`config.mk`:
```
export PLATFORM = sky130hd
export DESIGN_NAME = mux16_rr_sched
export DESIGN_NICKNAME = d
export VERILOG_FILES = /design/src/rtl/mux16_rr_sched.sv
export SDC_FILE = /design/constraint.sdc
export NUM_CORES = 1
export LEC_CHECK = 0
export CAP_MARGIN = 40
export CORE_ASPECT_RATIO = 1.5
export CORE_UTILIZATION = 60
export DETAILED_ROUTE_END_ITERATION = 6
export HOLD_SLACK_MARGIN = 0.05
export PLACE_DENSITY = 0.95
export SLEW_MARGIN = 20
export SYNTH_ARGS = -nofsm -noshare
export SYNTH_HDL_FRONTEND = slang
export SYNTH_SLANG_ARGS = --single-unit
```
`constraint.sdc`:
```
create_clock -name clk -period 7.12 [get_ports clk]
set_input_delay 1.068 -clock clk [delete_from_list [all_inputs] [get_ports clk]]
set_output_delay 1.068 -clock clk [all_outputs]
set_load 0.005 [all_outputs]
```
`src/rtl/mux16_rr_sched.sv`:
```
// Round-robin scheduler driving a 16:1 mux select and one-hot grant with burst hold.
// Optional MUX_SCHED_LOCK_EN adds a `lock` input that pins the current grant past its burst.
module mux16_rr_sched #(
   parameter int N       = 16,
   parameter int SEL_W   = 4,
   parameter int BURST_W = 4
) (
   input  logic               clk,
   input  logic               rst_n,
   input  logic               en,
   input  logic [N-1:0]       req,
   input  logic [BURST_W-1:0] burst_len,
`ifdef MUX_SCHED_LOCK_EN
   input  logic               lock,
`endif
   output logic [SEL_W-1:0]   sel,
   output logic [N-1:0]       grant,
   output logic               valid,
   output logic [BURST_W-1:0] busy_cnt
);

   typedef enum logic {IDLE, HOLD} state_t;

   state_t             state;
   logic [SEL_W-1:0]   last_sel;
   logic [SEL_W-1:0]   winner;
   logic [SEL_W-1:0]   idx;
   logic               any_req;
   logic               last_cyc;
   logic               end_g;
   logic               start;
   logic [BURST_W-1:0] blen;

   // Walk backwards so the lowest offset from last_sel+1 is the final assignment.
   always_comb begin
      winner = '0;
      idx    = '0;
      for (int k = N; k >= 1; k--) begin
         idx = SEL_W'((int'(last_sel) + k) % N);
         if (req[idx]) winner = idx;
      end
   end

   assign any_req = |req;
   assign blen    = (burst_len == '0) ? BURST_W'(1) : burst_len;

`ifdef MUX_SCHED_LOCK_EN
   assign last_cyc = (busy_cnt == BURST_W'(1)) && !lock;
`else
   assign last_cyc = (busy_cnt == BURST_W'(1));
`endif

   assign end_g = last_cyc || !req[sel] || !en;
   // A new grant loads from IDLE, or back-to-back at the end of a HOLD.
   assign start = en && any_req && ((state == IDLE) || end_g);

   always_ff @(posedge clk or negedge rst_n) begin
      if (!rst_n) begin
         state    <= IDLE;
         sel      <= '0;
         grant    <= '0;
         valid    <= 1'b0;
         busy_cnt <= '0;
         last_sel <= SEL_W'(N - 1);
      end else if (start) begin
         state    <= HOLD;
         sel      <= winner;
         grant    <= {{(N-1){1'b0}}, 1'b1} << winner;
         valid    <= 1'b1;
         last_sel <= winner;
         busy_cnt <= blen;
      end else if (state == HOLD && !end_g) begin
         // Under lock the count parks at 1 instead of wrapping.
         if (busy_cnt > BURST_W'(1)) busy_cnt <= busy_cnt - BURST_W'(1);
      end else begin
         state    <= IDLE;
         grant    <= '0;
         valid    <= 1'b0;
         busy_cnt <= '0;
      end
   end

endmodule

```
==> flow_metrics.py, run 1 <==
metrics = {
    "clock_network": {
        "cts_hold_buf": 0,
        "clockBufferDepth": 2,
        "cts_buffers": 5,
        "cts_resized": 0,
        "root_buffer": "clkbuf_8",
        "cts.sinks": 29,
        "clk_pin_slew_ns": 0.07,
        "cts-htree-levels": 2,
        "cts_tree": "yes",
        "post_cts_buffers": 0,
        "clkLatencyLatePin_ns": 0.29,
    },
    "setup_path": {
        "path_buf_inv": 2,
        "start_kind": "register",
        "critical_path.max_fanout": 18,
        "cp_common_cell": "inv_1",
        "slowest_delay_ns": 0.82,
        "critical_path.slowest_cell": "ha_1",
        "endpoint_kind": "register",
        "arrival_ns": 5.11,
        "critical_path_class": "reg2reg",
        "cp_cell_sequence": "inv_1 -> ha_1 -> inv_1 -> a2111oi_0 -> nor4_1 -> mux2i_1 -> nand2_1 -> nor3b_1 -> a2111oi_2 -> or3_1 -> o41ai_2",
        "critical_path_required_ns": 7.29,
        "cpLargestDelayFamily": "simple AND/OR/NAND/NOR gates",
    },
    "sta": {
        "fin_crit_sh_pct": 69.37,
        "whs_ns": 0.4802,
        "layout_min_cycle_time_ns": 4.939,
        "hold_violations": 0,
        "fin_tns_setup_ns": 0,
        "fin_skew_ns": 0.007956,
        "max_freq_mhz": 202.5,
        "setup_viol_count_final": 0,
        "slew_violations": 0,
        "setup_slack_ns": 2.181,
        "rsz0062_at_grt": "false",
        "relSlewSlack_pct": 44.36,
        "worstMarginPinSlew_ns": 0.8345,
    },
    "yosys": {
        "synthFlopType": "dfrtp_1",
        "avgSynthCellArea_sq_um": 8.569,
        "netlist_area_sq_um": 3899,
        "synth_nets": 487,
        "ys_warn_count": 0,
        "synth_edf_count": 0,
        "synth.most_common_cell": "nand2_1",
        "synth_cells": 455,
        "yosysTopAreaCell": "dfrtp_1",
        "yosys-top-cells-count": "nand2_1 (60), a21oi_1 (26), mux2i_1 (26), nor2_1 (26), dfrtp_1 (25)",
        "synthTopCellsByArea": "dfrtp_1 (16%), mux4_2 (12%), mux2i_1 (6.7%)",
        "yosysSeqAreaShare_pct": 18.74,
        "synth_cell_types": 72,
        "async_reset_ff_share_pct": 100.0,
        "synth-seq-cells": 29,
        "synth_top_area_share_pct": 16.05,
    },
    "worst_hold_path": {
        "hp-class": "reg2reg",
    },
    "floorplanning": {
        "start_util_pct": 62.70,
        "die_h_um": 100.7,
        "die_w_um": 67.82,
        "io_pins": 48,
        "core_sq_um": 6218,
        "rows": 35,
        "die_area_sq_um": 6831,
    },
    "placed_design": {
        "place_ws_ns": 2.341,
        "dp_hpwl_um": 9763,
        "port_buffers": 47,
        "gp_congestion": 1.127,
    },
    "cells_and_area": {
        "regArea_sq_um": 730.7,
        "antennaDiodeCount": 0,
        "nNetsFinal": 518,
        "drive_above_1_share_pct": 14.37,
        "n_fill_cell": 468,
        "multi_input_area_sq_um": 2954,
        "area_growth_pct": 13.77,
    },
    "route": {
        "dr_total_vias": 4161,
        "drc": 0,
        "dr.pass1.iters": 6,
        "wl_per_cell_um": 23.96,
        "drtAntennaViolNets": 0,
        "drt_first_iter_violations": 608,
        "detail_route.vias_per_cell": 7.417,
        "drt_wl_total_um": 13440,
    },
    "status": {
        "status": "finished, final reports clean",
    },
    "global_route": {
        "grt_pass1_vias": 3949,
        "grt_usage_pct": 42.44,
        "grt_first_pass_wirelength_um": 21320,
        "overflow": 0,
        "met2_usage_pct": 66.11,
        "antenna_found_initial": 0,
        "grt_max_degree": 43,
        "grt_busiest_layer": "met2",
        "use_met3_pct": 10.86,
        "use_met1_pct": 52.01,
    },
    "flow_run": {
        "max-cap-violations": 0,
    },
}
==> per-stage QoR <==
step / instances / util [%] / cell area [sq um]
after CTS: 561 / 71.33 / 4436
after detailed placement: 553 / 69.70 / 4334
after global placement: 553 / 69.70 / 4334
final: 561 / 71.33 / 4436
after floorplan: 455 / - / 3899
after global routing: 561 / 71.33 / 4436
==> path summary, 6_finish.rpt <==
kind                       cells past startpoint                     from                       to  slack [ns]
setup / recovery                              11  last_sel[1]$_DFFE_PN1P_     grant[6]$_DFFE_PN0P_        2.18
hold / removal                                 2     grant[1]$_DFFE_PN0P_     grant[1]$_DFFE_PN0P_        0.48
setup reg to reg                              11  last_sel[1]$_DFFE_PN1P_     grant[6]$_DFFE_PN0P_        2.18
hold reg to reg                                2     grant[1]$_DFFE_PN0P_     grant[1]$_DFFE_PN0P_        0.48
max in group asynchronous                      2                    rst_n  last_sel[2]$_DFFE_PN1P_        5.63
min in group asynchronous                      2                    rst_n    grant[12]$_DFFE_PN0P_        1.18
==> tightest hold or removal path, delay by kind of cell (launching register included) <==
kind,cells,cell delay (ns)
and+or+nand+nor,1,0.05
AOI/OAI and AO/OA,1,0.06
DFF,1,0.34
==> layout by cell type, fill, tap and decap left out, drive strengths merged, types with 9 or more instances in the layout <==
cell type / count
and2: 10
clkdlybuf4s50: 47
dfrtp: 25
ha: 9
xnor2: 13
mux4: 21
o21ai: 26
mux2i: 27
inv: 13
nand2: 61
mux2: 11
nor3: 15
nand3: 18
a21oi: 26
nor2: 26
==> area by class of cell <==
cell class / instances / area share, %
multi-input combinational: 385 / 66.60
sequential: 29 / 16.47
timing repair buffer: 52 / 11.45
clock buffer: 7 / 2.172
tap: 74 / 2.087
inverter: 13 / 1.100
clock inverter: 1 / 0.1128
==> layer usage <==
metal	vias up	part of all wire, %
met5	-	0
met4	0	6.4
met3	72	10
met2	297	48
met1	1981	35
li1	1811	-
==> registers in the layout, indices dropped and copies added (netlist names) <==
signal / flops
grant: 16
state: 1
sel: 4
last_sel: 4
busy_cnt: 4
==> cells by family (layout without fill, tap and decap cells) <==
group | after synthesis | count (layout) | synth area share, %
AND/OR/NAND/NOR | 169 | 169 | 21.41
AO/OA/AOI/OAI | 131 | 131 | 24.94
multiplexers | 59 | 59 | 22.34
buffers and inverters | 41 | 73 | 5.488
flip-flops | 29 | 29 | 18.74
XOR/XNOR | 17 | 17 | 4.204
adder cells (fa/ha/maj) | 9 | 9 | 2.888
Power of run 1 is left out: the tool's default activity adds up to more than one toggle a clock period on the data nets, which glitch-free logic cannot reach.
==> inputs of run 2 (changes only) <==
Settings changed: CORE_UTILIZATION 60 to 52, PLACE_DENSITY 0.95 to 0.89.
Clock period 7.12 ns to 4.5 ns, I/O delays scaled along.
==> run 2 against run 1 <==
  * Non-clock buffer count is 21 higher
  * Clock-buffer cell count stayed put
  * Fmax is 17% higher
  * Worst hold slack better by 0.010 ns
  * Die area is 15% higher
  * Sequential cell count stayed put
  * Cell area is 3.9% higher
  * Worst setup slack worse by 1.9 ns
  * Sequential share of layout area is 0.63 points lower
  * Critical path type unchanged
  * Largest cell class unchanged
==> flow_metrics.py, run 2 (synthesized netlist as in run 1, its figures left out) <==
metrics = {
    "cells_and_area": {
        "largest-register": "grant",
        "area_growth_pct": 18.26,
        "largest_reg_flops": 16,
        "nNetsFinal": 539,
        "layout_commonest_cell": "nand2_1",
        "multi_input_area_sq_um": 2954,
        "drive_above_1_share_pct": 17.55,
        "regArea_sq_um": 730.7,
        "n_fill_cell": 629,
        "final_cell_mix": "nand2_1 (60), clkdlybuf4s50_1 (47)",
        "antennaDiodeCount": 0,
        "final_area_sq_um": 4611,
    },
    "sta": {
        "fin_crit_sh_pct": 94.14,
        "rsz0062_at_grt": "false",
        "max_freq_mhz": 236.1,
        "worstMarginPinSlew_ns": 0.7233,
        "relSlewSlack_pct": 50.53,
        "setup_viol_count_final": 0,
        "layout_min_cycle_time_ns": 4.236,
        "hold_violations": 0,
        "fin_tns_setup_ns": 0,
        "fin_skew_ns": 0.004788,
        "slew_violations": 0,
    },
    "setup_path": {
        "cpLargestDelayFamily": "compound AO/OA/AOI/OAI gates",
        "endpoint_kind": "register",
        "cp_cell_sequence": "inv_2 -> ha_1 -> mux4_2 -> mux2i_2 -> nor2_1 -> a31oi_2 -> a21boi_1 -> nand4_1 -> a2111oi_2 -> nor3_2 -> buf_4 -> o41ai_1",
        "critical_path_class": "reg2reg",
        "critical_path.max_fanout": 10,
        "slowest_delay_ns": 0.61,
        "path_buf_inv": 2,
        "start_kind": "register",
        "critical_path.slowest_cell": "mux4_2",
        "critical_path_required_ns": 4.66,
        "arrival_ns": 4.40,
    },
    "floorplanning": {
        "start_util_pct": 53.95,
        "io_pins": 48,
        "die_w_um": 72.70,
        "die_area_sq_um": 7855,
        "die_h_um": 108.1,
        "core_sq_um": 7227,
        "rows": 38,
    },
    "clock_network": {
        "cts_hold_buf": 0,
        "clockBufferDepth": 2,
        "post_cts_buffers": 0,
        "cts_tree": "yes",
        "cts_resized": 0,
        "cts-htree-levels": 2,
        "clkLatencyLatePin_ns": 0.28,
        "root_buffer": "clkbuf_8",
        "cts_buffers": 5,
        "clk_pin_slew_ns": 0.06,
        "cts.sinks": 29,
    },
    "status": {
        "status": "finished, final reports clean",
    },
    "flow_run": {
        "max-cap-violations": 0,
    },
    "global_route": {
        "grt_usage_pct": 34.67,
        "overflow": 0,
        "antenna_found_initial": 0,
        "grt_pass1_vias": 4172,
        "grt_first_pass_wirelength_um": 20640,
        "grt_max_degree": 27,
    },
    "worst_hold_path": {
        "hp-class": "reg2reg",
    },
    "route": {
        "drt_wl_total_um": 13130,
        "wl_per_cell_um": 21.62,
        "drtAntennaViolNets": 0,
        "dr_total_vias": 4252,
        "detail_route.vias_per_cell": 7.005,
        "drt_first_iter_violations": 567,
        "dr.pass1.iters": 5,
        "drc": 0,
    },
    "placed_design": {
        "dp_hpwl_um": 10280,
        "placed_area_sq_um": 4524,
        "port_buffers": 47,
        "gp_congestion": 1.026,
    },
}
[run 2: final cells by class]
class / count / area share (%)
repair buffers: 73 / 14.44
inverters: 13 / 1.058
well taps: 100 / 2.714
clock buffers: 7 / 1.872
flip-flops and latches: 29 / 15.85
multi-input cells: 385 / 64.07
[run 2: worst min-delay path, delay by kind of cell, from the launching register on]
kind	cells	cell delay (ns)
simple gates	1	0.06
compound gates	1	0.05
flops	1	0.35
[run 2: final timing paths]
| kind | depth (start not counted) | slack (ns) | start | endpoint |
|---|---|---|---|---|
| worst max register to register | 12 | 0.26 | last_sel[0]$_DFFE_PN1P_ | grant[5]$_DFFE_PN0P_ |
| worst min register to register | 2 | 0.49 | grant[7]$_DFFE_PN0P_ | grant[7]$_DFFE_PN0P_ |
| min in group asynchronous | 1 | 0.67 | rst_n | grant[2]$_DFFE_PN0P_ |
| worst min-delay path | 2 | 0.49 | grant[7]$_DFFE_PN0P_ | grant[7]$_DFFE_PN0P_ |
| worst max-delay path | 12 | 0.26 | last_sel[0]$_DFFE_PN1P_ | grant[5]$_DFFE_PN0P_ |
| max in group asynchronous | 2 | 3.17 | rst_n | last_sel[1]$_DFFE_PN1P_ |
[run 2: through the flow]
stage / instances / setup WS, ns / hold slack [ns] / util [%]
2_1_floorplan: 455 / 0.2277 / 0.3794 / -
3_3_place_gp: 600 / 0.4150 / 0.4635 / 62.60
3_5_place_dp: 600 / 0.3230 / 0.4668 / 62.60
4_1_cts: 607 / 0.3185 / 0.4914 / 63.80
5_1_grt: 607 / 0.04698 / 0.5101 / 63.80
6_report: 607 / 0.2637 / 0.4906 / 63.80
[run 2: per-layer routing]
metal  wire length (um)  vias up  share of wire (%)  track usage, %
li1                   -     1852                  -               -
met1               4610     2029                 35           39.42
met2               6617      298                 50           61.95
met3               1046       73                8.0           2.516
met4                850        0                6.5           21.57
met5                  0        -                  0               0
Power of run 2 is left out for the same reason.
==> inputs of run 3 (changes only) <==
Settings changed: REMOVE_ABC_BUFFERS set to 1.
==> run 3 against run 2 <==
  * Routed wire length grew 2.2%
  * Clock-buffer cell count grew 1
  * Register-to-register slack lost 0.07 ns
  * Cell area shrank 0.24%
  * Fmax shrank 1.5%
  * Die area is the same
  * First-iteration DRC count shrank 14%
  * Core utilization shrank 0.16 points
  * Sequential cell count is the same
  * Sequential share of layout area is essentially flat
  * Critical path depth shrank 1
  * Via count shrank 1.7%
  * Largest cell class unchanged
==> flow_metrics.py, run 3 (synthesized netlist as in run 1, its figures left out) <==
metrics = {
    "setup_path": {
        "endpoint_kind": "register",
        "critical_path_required_ns": 4.68,
        "arrival_ns": 4.48,
        "reg2reg_to": "grant[6]$_DFFE_PN0P_",
        "critical_path_class": "reg2reg",
        "start_kind": "register",
        "r2r-start": "last_sel[0]$_DFFE_PN1P_",
        "ff2ff_setup_slack_ns": 0.20,
        "reg2reg_depth": 11,
        "critical_path.max_fanout": 11,
    },
    "status": {
        "status": "finished, final reports clean",
    },
    "floorplanning": {
        "die_h_um": 108.1,
        "die_w_um": 72.70,
        "rows": 38,
        "die_area_sq_um": 7855,
        "core_sq_um": 7227,
        "start_util_pct": 53.95,
        "io_pins": 48,
    },
    "clock_network": {
        "cts_resized": 0,
        "cts.sinks": 29,
        "cts-htree-levels": 2,
        "cts_tree": "yes",
        "clk_pin_slew_ns": 0.06,
        "cts_hold_buf": 0,
        "cts_buffers": 5,
        "clkLatencyLatePin_ns": 0.29,
        "root_buffer": "clkbuf_8",
        "clockBufferDepth": 2,
        "post_cts_buffers": 0,
    },
    "worst_hold_path": {
        "hp-class": "reg2reg",
        "hold_depth": 2,
        "hp-start": "grant[3]$_DFFE_PN0P_",
        "hold-path-endpoint": "grant[3]$_DFFE_PN0P_",
    },
    "sta": {
        "fin_tns_setup_ns": 0,
        "relSlewSlack_pct": 40.98,
        "hold_violations": 0,
        "max_freq_mhz": 232.5,
        "fin_skew_ns": 0.006812,
        "fin_crit_sh_pct": 95.59,
        "setup_viol_count_final": 0,
        "worstMarginPinSlew_ns": 0.8772,
        "slew_violations": 0,
        "layout_min_cycle_time_ns": 4.301,
        "rsz0062_at_grt": "false",
    },
    "global_route": {
        "grt_usage_pct": 35.80,
        "grt_first_pass_wirelength_um": 21230,
        "grt_pass1_vias": 4241,
        "grt_max_degree": 30,
        "overflow": 0,
        "antenna_found_initial": 0,
    },
    "cells_and_area": {
        "antennaDiodeCount": 0,
        "largest_reg_flops": 16,
        "layout_commonest_cell": "nand2_1",
        "final_cell_mix": "nand2_1 (60), clkdlybuf4s50_1 (47), mux2i_1 (26), nor2_1 (26), a21oi_1 (26)",
        "nNetsFinal": 537,
        "drive_above_1_share_pct": 17.19,
        "area_growth_pct": 17.97,
        "largest-register": "grant",
    },
    "flow_run": {
        "max-cap-violations": 0,
    },
    "route": {
        "dr_total_vias": 4180,
        "drtAntennaViolNets": 0,
        "wl_per_cell_um": 22.14,
        "detail_route.vias_per_cell": 6.898,
        "drt_first_iter_violations": 487,
        "dr.pass1.iters": 7,
        "drt_wl_total_um": 13420,
        "drc": 0,
    },
    "placed_design": {
        "dp_hpwl_um": 10210,
        "port_buffers": 47,
        "gp_congestion": 1.192,
    },
}
==> run 3: cell types whose count changed in the layout (fill, tap and decap cells not counted) <==
cell	before	now
buf_4	26	24
clkbuf_1	1	2
==> run 3: cell type report <==
cell class                 instances  area (sq um)
tap                              100         125.1
clock buffer                       8         90.09
sequential                        29         730.7
inverter                          13         48.80
timing repair buffer              71         650.6
multi-input combinational        385          2954
fill                             629          2628
==> run 3: through the flow <==
step | instance area (sq um) | hold slack (ns) | utilization (%) | std cells | worst slack (ns)
3_3_place_gp | 4509 | 0.4597 | 62.40 | 598 | 0.4513
2_1_floorplan | 3734 | 0.3794 | - | 427 | 0.01964
6_report | 4599 | 0.4823 | 63.64 | 606 | 0.1986
5_1_grt | 4599 | 0.4963 | 63.64 | 606 | 0.03629
3_5_place_dp | 4509 | 0.4661 | 62.40 | 598 | 0.2490
4_1_cts | 4599 | 0.4881 | 63.64 | 606 | 0.2796
==> run 3: how the worst max path moves through the flow <==
stage,from,end,slack [ns],cells after the start
after global routing,last_sel[0]$_DFFE_PN1P_,grant[15]$_DFFE_PN0P_,0.04,12
after floorplan,last_sel[0]$_DFFE_PN1P_,grant[12]$_DFFE_PN0P_,0.02,11
after global placement,req[4],grant[4]$_DFFE_PN0P_,0.45,10
after CTS,last_sel[0]$_DFFE_PN1P_,grant[6]$_DFFE_PN0P_,0.28,11
after detailed placement,req[11],grant[6]$_DFFE_PN0P_,0.25,10
final,last_sel[0]$_DFFE_PN1P_,grant[6]$_DFFE_PN0P_,0.20,11
==> run 3: critical path, stage by stage (launching register included) <==
cell,delay [ns]
dfstp_2,0.55
inv_2,0.09
ha_1,0.51
inv_1,0.30
a2111oi_0,0.67
o41a_2,0.30
or2_0,0.19
o21ai_1,0.12
a2111oi_4,0.40
a2111oi_2,0.10
or3_1,0.53
o41ai_2,0.42
==> run 3: routing by layer <==
metal / track usage (%) / wire length, um / vias up
li1: - / - / 1856
met1: 38.80 / 4645 / 1937
met2: 62.82 / 6754 / 296
met3: 4.567 / 1005 / 91
met4: 26.19 / 1010 / 0
met5: 0 / 0 / -
Power of run 3 is left out for the same reason.
